<file path="config.mk">
export PLATFORM = sky130hd
export DESIGN_NAME = mod_addsub_seq
export DESIGN_NICKNAME = d
export VERILOG_FILES = /design/src/rtl/mod_addsub_seq.sv
export SDC_FILE = /design/constraint.sdc
export NUM_CORES = 2
export LEC_CHECK = 0
export CAP_MARGIN = 20
export CORE_ASPECT_RATIO = 1.1
export CORE_MARGIN = 1
export CORE_UTILIZATION = 35
export DETAILED_ROUTE_END_ITERATION = 7
export GPL_ROUTABILITY_DRIVEN = 0
export PLACE_DENSITY = 0.63
export SYNTH_ARGS = -nofsm -noshare
export SYNTH_HDL_FRONTEND = slang
export SYNTH_SLANG_ARGS = --single-unit
</file>
<file path="constraint.sdc">
create_clock -name clk -period 5.03 [get_ports clk]
set_input_delay 0.7545 -clock clk [delete_from_list [all_inputs] [get_ports clk]]
set_output_delay 0.7545 -clock clk [all_outputs]
set_load 0.02 [all_outputs]
</file>
<file path="src/rtl/mod_addsub_seq.sv">
// Limb-serial modular adder/subtractor: res = (a +/- b) mod p, one LIMB-wide
// slice per clock, LSB first, with a start/ready/done handshake.
module mod_addsub_seq #(
    parameter int unsigned WIDTH = 256,
    parameter int unsigned LIMB  = 64
) (
    input  logic             clk,
    input  logic             rst,
    input  logic             start,
    input  logic             mode,
    input  logic [WIDTH-1:0] a,
    input  logic [WIDTH-1:0] b,
    input  logic [WIDTH-1:0] p,
    output logic             ready,
    output logic             done,
    output logic [WIDTH-1:0] res
);

    localparam int unsigned   NL   = WIDTH / LIMB;
    localparam int unsigned   CW   = (NL > 1) ? $clog2(NL) : 1;
    localparam logic [CW-1:0] LAST = CW'(NL - 1);

    if (WIDTH % LIMB != 0) begin : g_bad_limb
        $error("WIDTH must be a multiple of LIMB");
    end

    typedef enum logic [1:0] {
        IDLE,
        CALC,
        FIN
    } state_t;

    state_t           state, state_next;
    logic [CW-1:0]    cnt, cnt_next;
    logic             op_mode, op_mode_next;
    logic [WIDTH-1:0] op_a, op_a_next;
    logic [WIDTH-1:0] op_b, op_b_next;
    logic [WIDTH-1:0] op_p, op_p_next;
    logic [WIDTH-1:0] s_reg, s_reg_next;
    logic [WIDTH-1:0] t_reg, t_reg_next;
    logic             c1, c1_next;
    logic             c2, c2_next;
    logic [WIDTH-1:0] res_next;
    logic             done_next;
    logic             take;

    logic [LIMB-1:0]       a_k, b_k, p_k;
    logic [LIMB:0]         s_ext, t_ext;
    logic [WIDTH+LIMB-1:0] s_cat, t_cat;

    assign ready = (state != CALC);
    assign take  = start && ready;

    assign a_k = op_a[LIMB-1:0];
    assign b_k = op_b[LIMB-1:0];
    assign p_k = op_p[LIMB-1:0];

    // Bit LIMB of each extended result is the carry (add) or borrow (sub) out.
    always_comb begin
        s_ext = '0;
        t_ext = '0;
        if (op_mode) begin
            s_ext = {1'b0, a_k} - {1'b0, b_k} - {{LIMB{1'b0}}, c1};
            t_ext = {1'b0, s_ext[LIMB-1:0]} + {1'b0, p_k} + {{LIMB{1'b0}}, c2};
        end else begin
            s_ext = {1'b0, a_k} + {1'b0, b_k} + {{LIMB{1'b0}}, c1};
            t_ext = {1'b0, s_ext[LIMB-1:0]} - {1'b0, p_k} - {{LIMB{1'b0}}, c2};
        end
    end

    // New limbs enter at the top so limb 0 ends up at the bottom after NL shifts.
    assign s_cat = {s_ext[LIMB-1:0], s_reg};
    assign t_cat = {t_ext[LIMB-1:0], t_reg};

    always_comb begin
        state_next   = state;
        cnt_next     = cnt;
        op_mode_next = op_mode;
        op_a_next    = op_a;
        op_b_next    = op_b;
        op_p_next    = op_p;
        s_reg_next   = s_reg;
        t_reg_next   = t_reg;
        c1_next      = c1;
        c2_next      = c2;
        res_next     = res;
        done_next    = 1'b0;

        case (state)
            IDLE: begin
                state_next = IDLE;
            end
            CALC: begin
                s_reg_next = s_cat[WIDTH+LIMB-1:LIMB];
                t_reg_next = t_cat[WIDTH+LIMB-1:LIMB];
                op_a_next  = op_a >> LIMB;
                op_b_next  = op_b >> LIMB;
                op_p_next  = op_p >> LIMB;
                c1_next    = s_ext[LIMB];
                c2_next    = t_ext[LIMB];
                cnt_next   = cnt + 1'b1;
                if (cnt == LAST) begin
                    state_next = FIN;
                end
            end
            FIN: begin
                done_next  = 1'b1;
                state_next = IDLE;
                if (op_mode) begin
                    res_next = c1 ? t_reg : s_reg;
                end else begin
                    res_next = (!c1 && c2) ? s_reg : t_reg;
                end
            end
            default: begin
                state_next = IDLE;
            end
        endcase

        if (take) begin
            state_next   = CALC;
            cnt_next     = '0;
            c1_next      = 1'b0;
            c2_next      = 1'b0;
            op_mode_next = mode;
            op_a_next    = a;
            op_b_next    = b;
            op_p_next    = p;
        end
    end

    always_ff @(posedge clk) begin
        if (rst) begin
            state   <= IDLE;
            cnt     <= '0;
            op_mode <= 1'b0;
            op_a    <= '0;
            op_b    <= '0;
            op_p    <= '0;
            s_reg   <= '0;
            t_reg   <= '0;
            c1      <= 1'b0;
            c2      <= 1'b0;
            res     <= '0;
            done    <= 1'b0;
        end else begin
            state   <= state_next;
            cnt     <= cnt_next;
            op_mode <= op_mode_next;
            op_a    <= op_a_next;
            op_b    <= op_b_next;
            op_p    <= op_p_next;
            s_reg   <= s_reg_next;
            t_reg   <= t_reg_next;
            c1      <= c1_next;
            c2      <= c2_next;
            res     <= res_next;
            done    <= done_next;
        end
    end

endmodule

</file>
Yosys cells after proc, flatten, opt, wreduce, memory -nomap -nowiden

Index checks and enable logic that the tools add are counted.

Flip-flop bits (word level): 1,544
Bits of input ports: 772
Output and inout port bits: 258
Word-level logic and storage cells: 49

Add/subtract/negate cells: 9
Equality and inequality tests: 5
Muxes and demuxes: 15
Bitwise gates (word level): 1
Reductions and logical operators: 6

Operators with widths:

| operator                                               | count |
|---|---|
| 2-to-1 mux 256 bit                                     | 9 |
| adder 64 x 64 -> 65 bit                                | 2 |
| adder 65 x 1 -> 65 bit                                 | 2 |
| 2-to-1 mux 65 bit                                      | 2 |
| subtractor 64 x 64 -> 65 bit                           | 2 |
| subtractor 65 x 1 -> 65 bit                            | 2 |
| equality test 2 bit (second input constant)            | 2 |
| 2-to-1 mux 1 bit                                       | 4 |
| inequality test 3 bit (second input constant)          | 1 |
| OR reduction 3 bit                                     | 1 |
| adder 2 x 1 -> 2 bit (second input constant)           | 1 |
| equality test 2 x 1 -> 1 bit (second input constant)   | 1 |
| logical AND 1 bit                                      | 2 |
| inequality test 2 x 1 -> 1 bit (second input constant) | 1 |
| nonzero test 2 bit                                     | 1 |
| OR reduction 2 bit                                     | 1 |
| logical NOT 1 bit                                      | 1 |
| inverter 1 bit                                         | 1 |

Logic depth before layout (Yosys ltp)

Word-level depth: 5
Mapped depth: 28
Depth with buffers taken out: 27

Worst setup path after synthesis

Ideal clock, no wire load.

Path type: register -> register
Start point: reg op_a[0]
End point: reg t_reg[254]
Setup time: 0.103 ns
Arrival time: 5.470 ns
Data required time: 4.927 ns
Slack: -0.544 ns
Cell stages (with the launch flop): 27
Buffers on the path: 1
Clock period less this slack: 5.574 ns
Cell sequence: dfxtp_1 > fa_1 > inv_1 > fa_1 > nor3_2 > o311ai_1 > a211oi_2 > o2111ai_2 > a211oi_1 > a221o_1 > a31o_2 > a221oi_2 > o21ai_1 > xnor2_1 > ha_1 > inv_1 > ha_1 > clkbuf_1 > a21o_1 > a21oi_1 > a21boi_0 > o21ai_0 > a21boi_0 > o21ai_0 > a31oi_1 > mux2_1 > a2111oi_2

Cells in the longest elaborated chain, start to end: 5

RTL lines:

| what                                                                           | line   | RTL |
|---|---|---|
| start: declaration                                                             | 36     | `logic [WIDTH-1:0] op_a, op_a_next;` |
| start signal: assignment                                                       | 150    | `op_a <= op_a_next;` |
| adder 64 x 64 -> 65 bit / subtractor 64 x 64 -> 65 bit (equally long branches) | 66, 63 |  |
| adder 65 x 1 -> 65 bit / subtractor 65 x 1 -> 65 bit (equally long branches)   | 66, 63 |  |
| subtractor 64 x 64 -> 65 bit / adder 64 x 64 -> 65 bit (equally long branches) | 67, 64 |  |
| subtractor 65 x 1 -> 65 bit / adder 65 x 1 -> 65 bit (equally long branches)   | 67, 64 |  |
| 2-to-1 mux 65 bit *                                                            | 62     | `if (op_mode) begin` |
| end signal: assignment                                                         | 154    | `t_reg <= t_reg_next;` |
| end: declaration                                                               | 40     | `logic [WIDTH-1:0] t_reg, t_reg_next;` |

Mark *: on every way between the ends. The rest lies on a longest branch, timed or not.
A chain may end at the register's enable or synchronous reset.

Final worst setup path

Start point: reg c1
End point: reg t_reg[248]

Cells in the longest elaborated chain, start to end: 4

RTL lines:

| what                                                                           | line   | RTL |
|---|---|---|
| start: declaration                                                             | 41     | `logic c1, c1_next;` |
| start signal: assignment                                                       | 155    | `c1 <= c1_next;` |
| adder 65 x 1 -> 65 bit / subtractor 65 x 1 -> 65 bit (equally long branches)   | 66, 63 |  |
| subtractor 64 x 64 -> 65 bit / adder 64 x 64 -> 65 bit (equally long branches) | 67, 64 |  |
| subtractor 65 x 1 -> 65 bit / adder 65 x 1 -> 65 bit (equally long branches)   | 67, 64 |  |
| 2-to-1 mux 65 bit *                                                            | 62     |  |

Marks and branches as above.

==> flow_summary_export.csv <==
group,metric,value,unit
global_routing,antenna_found_initial,140,
synth,syn_area_per_cell,8.20,um^2
place,pre_cts_slack,-1.01,ns
worst_hold_path,hp-start,"rst",
sta,tns,-20.50,ns
synth,synth_top_area_share,39.4,%
clock_network,clock_sinks,1544,
drt,drc,0,
sta,min_period_over_period,116,%
sta,skew,0.0645,ns
worst_hold_path,holdPathStages,2,
outcome,violations,"negative setup slack",
job,cap_viol_max_count,0,
critical_path,cp_max_fo,3,
synth,synth_flop_cell,"dfxtp_1",
critical_path,r2r-start,"c1",
global_routing,top_usage_layer,"met2",
sta,fmax,171,MHz
power_and_ir_drop,comb_power_share,43.5,%
sta,fin_ws,-0.811,ns
critical_path,worstPathArrival,6.56,ns
synth,synth_warnings,0,
sta,holdWs,0.350,ns
floorplanning,core,222000,um^2
clock_network,cts_made_buffers,166,
clock_network,clk_latency,0.84,ns
synth,yosysMostFrequentCell,"dfxtp_1",
synth,synth_cell_type_count,108,
place,dp.cells,13800,
sta,post-route-min-period,5.84,ns
critical_path,worstSetupPathType,"reg2reg",
floorplanning,ios,1030,
floorplanning,rows,181,
critical_path,r2r_setup_slack,-0.81,ns
floorplanning,initial_utilization,35.3,%
synth,synth_common_cells,"dfxtp_1 (1,544), nand2_1 (1,535), nor2_1 (1,318)",
sta,finalSetupViolCount,41,
global_routing,track_usage,27.6,%
critical_path,cp_num_cells,23,
worst_hold_path,hold_end,"t_reg[118]",
drt,routed_wl,328000,um
floorplanning,die-area,226000,um^2
cells_and_area,design_area,107000,um^2
cells_and_area,final_cells,14300,
power_and_ir_drop,sw_frac_of_total,36.4,%
drt,dr.pass1.iters,8,
global_routing,grt_max_degree,205,
sta,hold_violations,0,
global_routing,grtUsageMet3,5.22,%
critical_path,endpoint_kind,"flip-flop",
synth,syn-cell-area,78400,um^2
global_routing,grt_pass1_vias,72100,
global_routing,grt_pass1_wl,471000,um
power_and_ir_drop,power.switching,17.0,mW
sta,maxSlewViolCount,0,
power_and_ir_drop,power_density,438,nW/um^2
outcome,status,"finished with violations",
global_routing,grt_use_met2,42.0,%
synth,synthArstFlopShare,0,%
sta,rsz0062_at_grt,"true",
sta,relSlewSlack,22.7,%
critical_path,regToRegEndpoint,"t_reg[248]",
clock_network,clk_pin_slew,0.06,ns
critical_path,cp_slowest_cell,"fa_2",
drt,final_antenna_net_count,0,
clock_network,cts_max_path_buffers,3,
critical_path,reg2reg_depth,23,
synth,synth-edff-count,0,
clock_network,htree_levels,4,
clock_network,cts_tree,"done",
floorplanning,die_h,498,um
place,dp_hpwl,248000,um
synth,syn_nets,10700,
critical_path,crit_chain,"fa_2 -> ha_4 -> nor2_4 -> fa_2 -> and3b_1 -> o211ai_1 -> nand3b_1 -> a211oi_2 -> nor2_2 -> o31ai_2 -> xor2_1 -> ha_2 -> a21oi_2 -> buf_4 -> o21bai_4 -> a21oi_2 -> a211o_1 -> a211oi_4 -> a21oi_4 -> o41ai_4 -> a31oi_1 -> xor2_1 -> a221oi_2",
floorplanning,die_x,453,um
cells_and_area,nNetsFinal,12300,
place,port_buffers,1029,
synth,synth_seq_area_share,39.4,%
synth,postSynthCellCount,9563,
drt,drtIter0Drc,7483,
power_and_ir_drop,p_total,46.8,mW
global_routing,use_met1,35.9,%
critical_path,critical_path.top_delay_family,"compound AO/OA/AOI/OAI gates",
critical_path,cp-start-kind,"flip-flop",
sta,tightest_slew,1.16,ns
power_and_ir_drop,ir_drop,370,uV
critical_path,critPathMaxStageDelay,0.63,ns
power_and_ir_drop,seq_power_share,29.7,%
drt,drt-wirelength-per-cell,23.0,um
critical_path,crit_buf_inv,1,
synth,synth_largest_area_cell,"dfxtp_1",
cells_and_area,fillCellCount,21000,
cells_and_area,finish.utilization,48.2,%
critical_path,worstPathRequired,5.75,ns
worst_hold_path,hold_class,"in2reg",
drt,routed-via-count,77200,
cells_and_area,areaGrowthSynthToFinish,36.4,%
cells_and_area,drive_gt1_share,16.0,%
power_and_ir_drop,power.internal,29.8,mW
synth,synth-seq-cells,1544,
power_and_ir_drop,pwr-share-clk,26.9,%
clock_network,clock-root-buffer,"clkbuf_16",
drt,via_per_inst,5.40,
power_and_ir_drop,p_leak,43.2,nW
clock_network,postCtsHoldBufs,0,
place,place_area,97700,um^2
global_routing,grt_overflow,0,
synth,yosys-top-cells-area,"dfxtp_1 (39%), mux2i_1 (10%), nand2_1 (7.3%)",
==> metal layers <==
metal | up-vias | part of all wire, %
met2 | 3233 | 43
met5 | - | 0.15
met1 | 36400 | 42
li1 | 36700 | -
met3 | 752 | 7.5
met4 | 70 | 6.8
==> what timing repair did <==
item                                    4_1_cts  5_1_grt
buffers inserted                             74       40
gates resized for setup                     327      218
pin swaps                                   174      161
cloned                                        0        0
endpoints found under the setup margin       45       53
==> how the worst max path moves through the flow <==
stage	from	to	slack [ns]
floorplan	c1	t_reg[249]	-0.25
global placement	c1	t_reg[254]	-0.93
detailed placement	op_b[0]	t_reg[252]	-1.01
CTS	c1	t_reg[253]	-0.76
global route	c1	t_reg[255]	-1.0
finish	c1	t_reg[248]	-0.81
==> logic make-up (layout without fill, tap and decap cells) <==
family / after synthesis / after routing / share of synthesized area [%]
and+or+nand+nor: 3224 / 3224 / 16.5
adders and majority gates: 385 / 385 / 6.22
DFF: 1544 / 1544 / 39.4
xor gates and xnor gates: 234 / 234 / 2.61
other: 0 / 77 / 0
muxes: 782 / 782 / 9.98
buffers and inverters: 1091 / 2813 / 5.34
AOI/OAI and AO/OA: 2303 / 2303 / 19.9
==> layout make-up <==
cell class / instances / area (um^2) / share of cell area, %
multi-input combinational: 6928 / 46100 / 43.1
sequential: 1544 / 30900 / 28.9
timing repair buffer: 2132 / 19100 / 17.8
clock buffer: 246 / 4950 / 4.63
tap: 2928 / 3660 / 3.42
inverter: 378 / 1430 / 1.34
clock inverter: 57 / 698 / 0.653
antenna: 77 / 193 / 0.180
==> layout by cell type (no fill, tap or decap), drive strengths merged, types with 77 or more instances in the layout <==
cell,Yosys,routed
dfxtp,1544,1544
o21ai,205,205
a311oi,265,265
inv,374,383
mux2i,780,780
diode,0,77
ha,377,377
a21o,129,129
nand2,1535,1535
buf,55,1105
a211oi,649,649
clkdlybuf4s50,0,1027
clkbuf,658,246
a21oi,724,724
nor3,91,91
nor2,1318,1318
xnor2,165,165
==> power by group through the flow <==
stage	clock, mW	sequential [mW]	combinational (mW)
2_1_floorplan	0	13.6	9.35
3_3_place_gp	0	14.1	16.6
3_5_place_dp	0	14.1	16.9
4_1_cts	12.8	13.9	18.6
5_1_grt	13.3	13.9	21.7
6_report	12.6	13.9	20.4
Note: power is estimated with default switching activity, not from simulation.
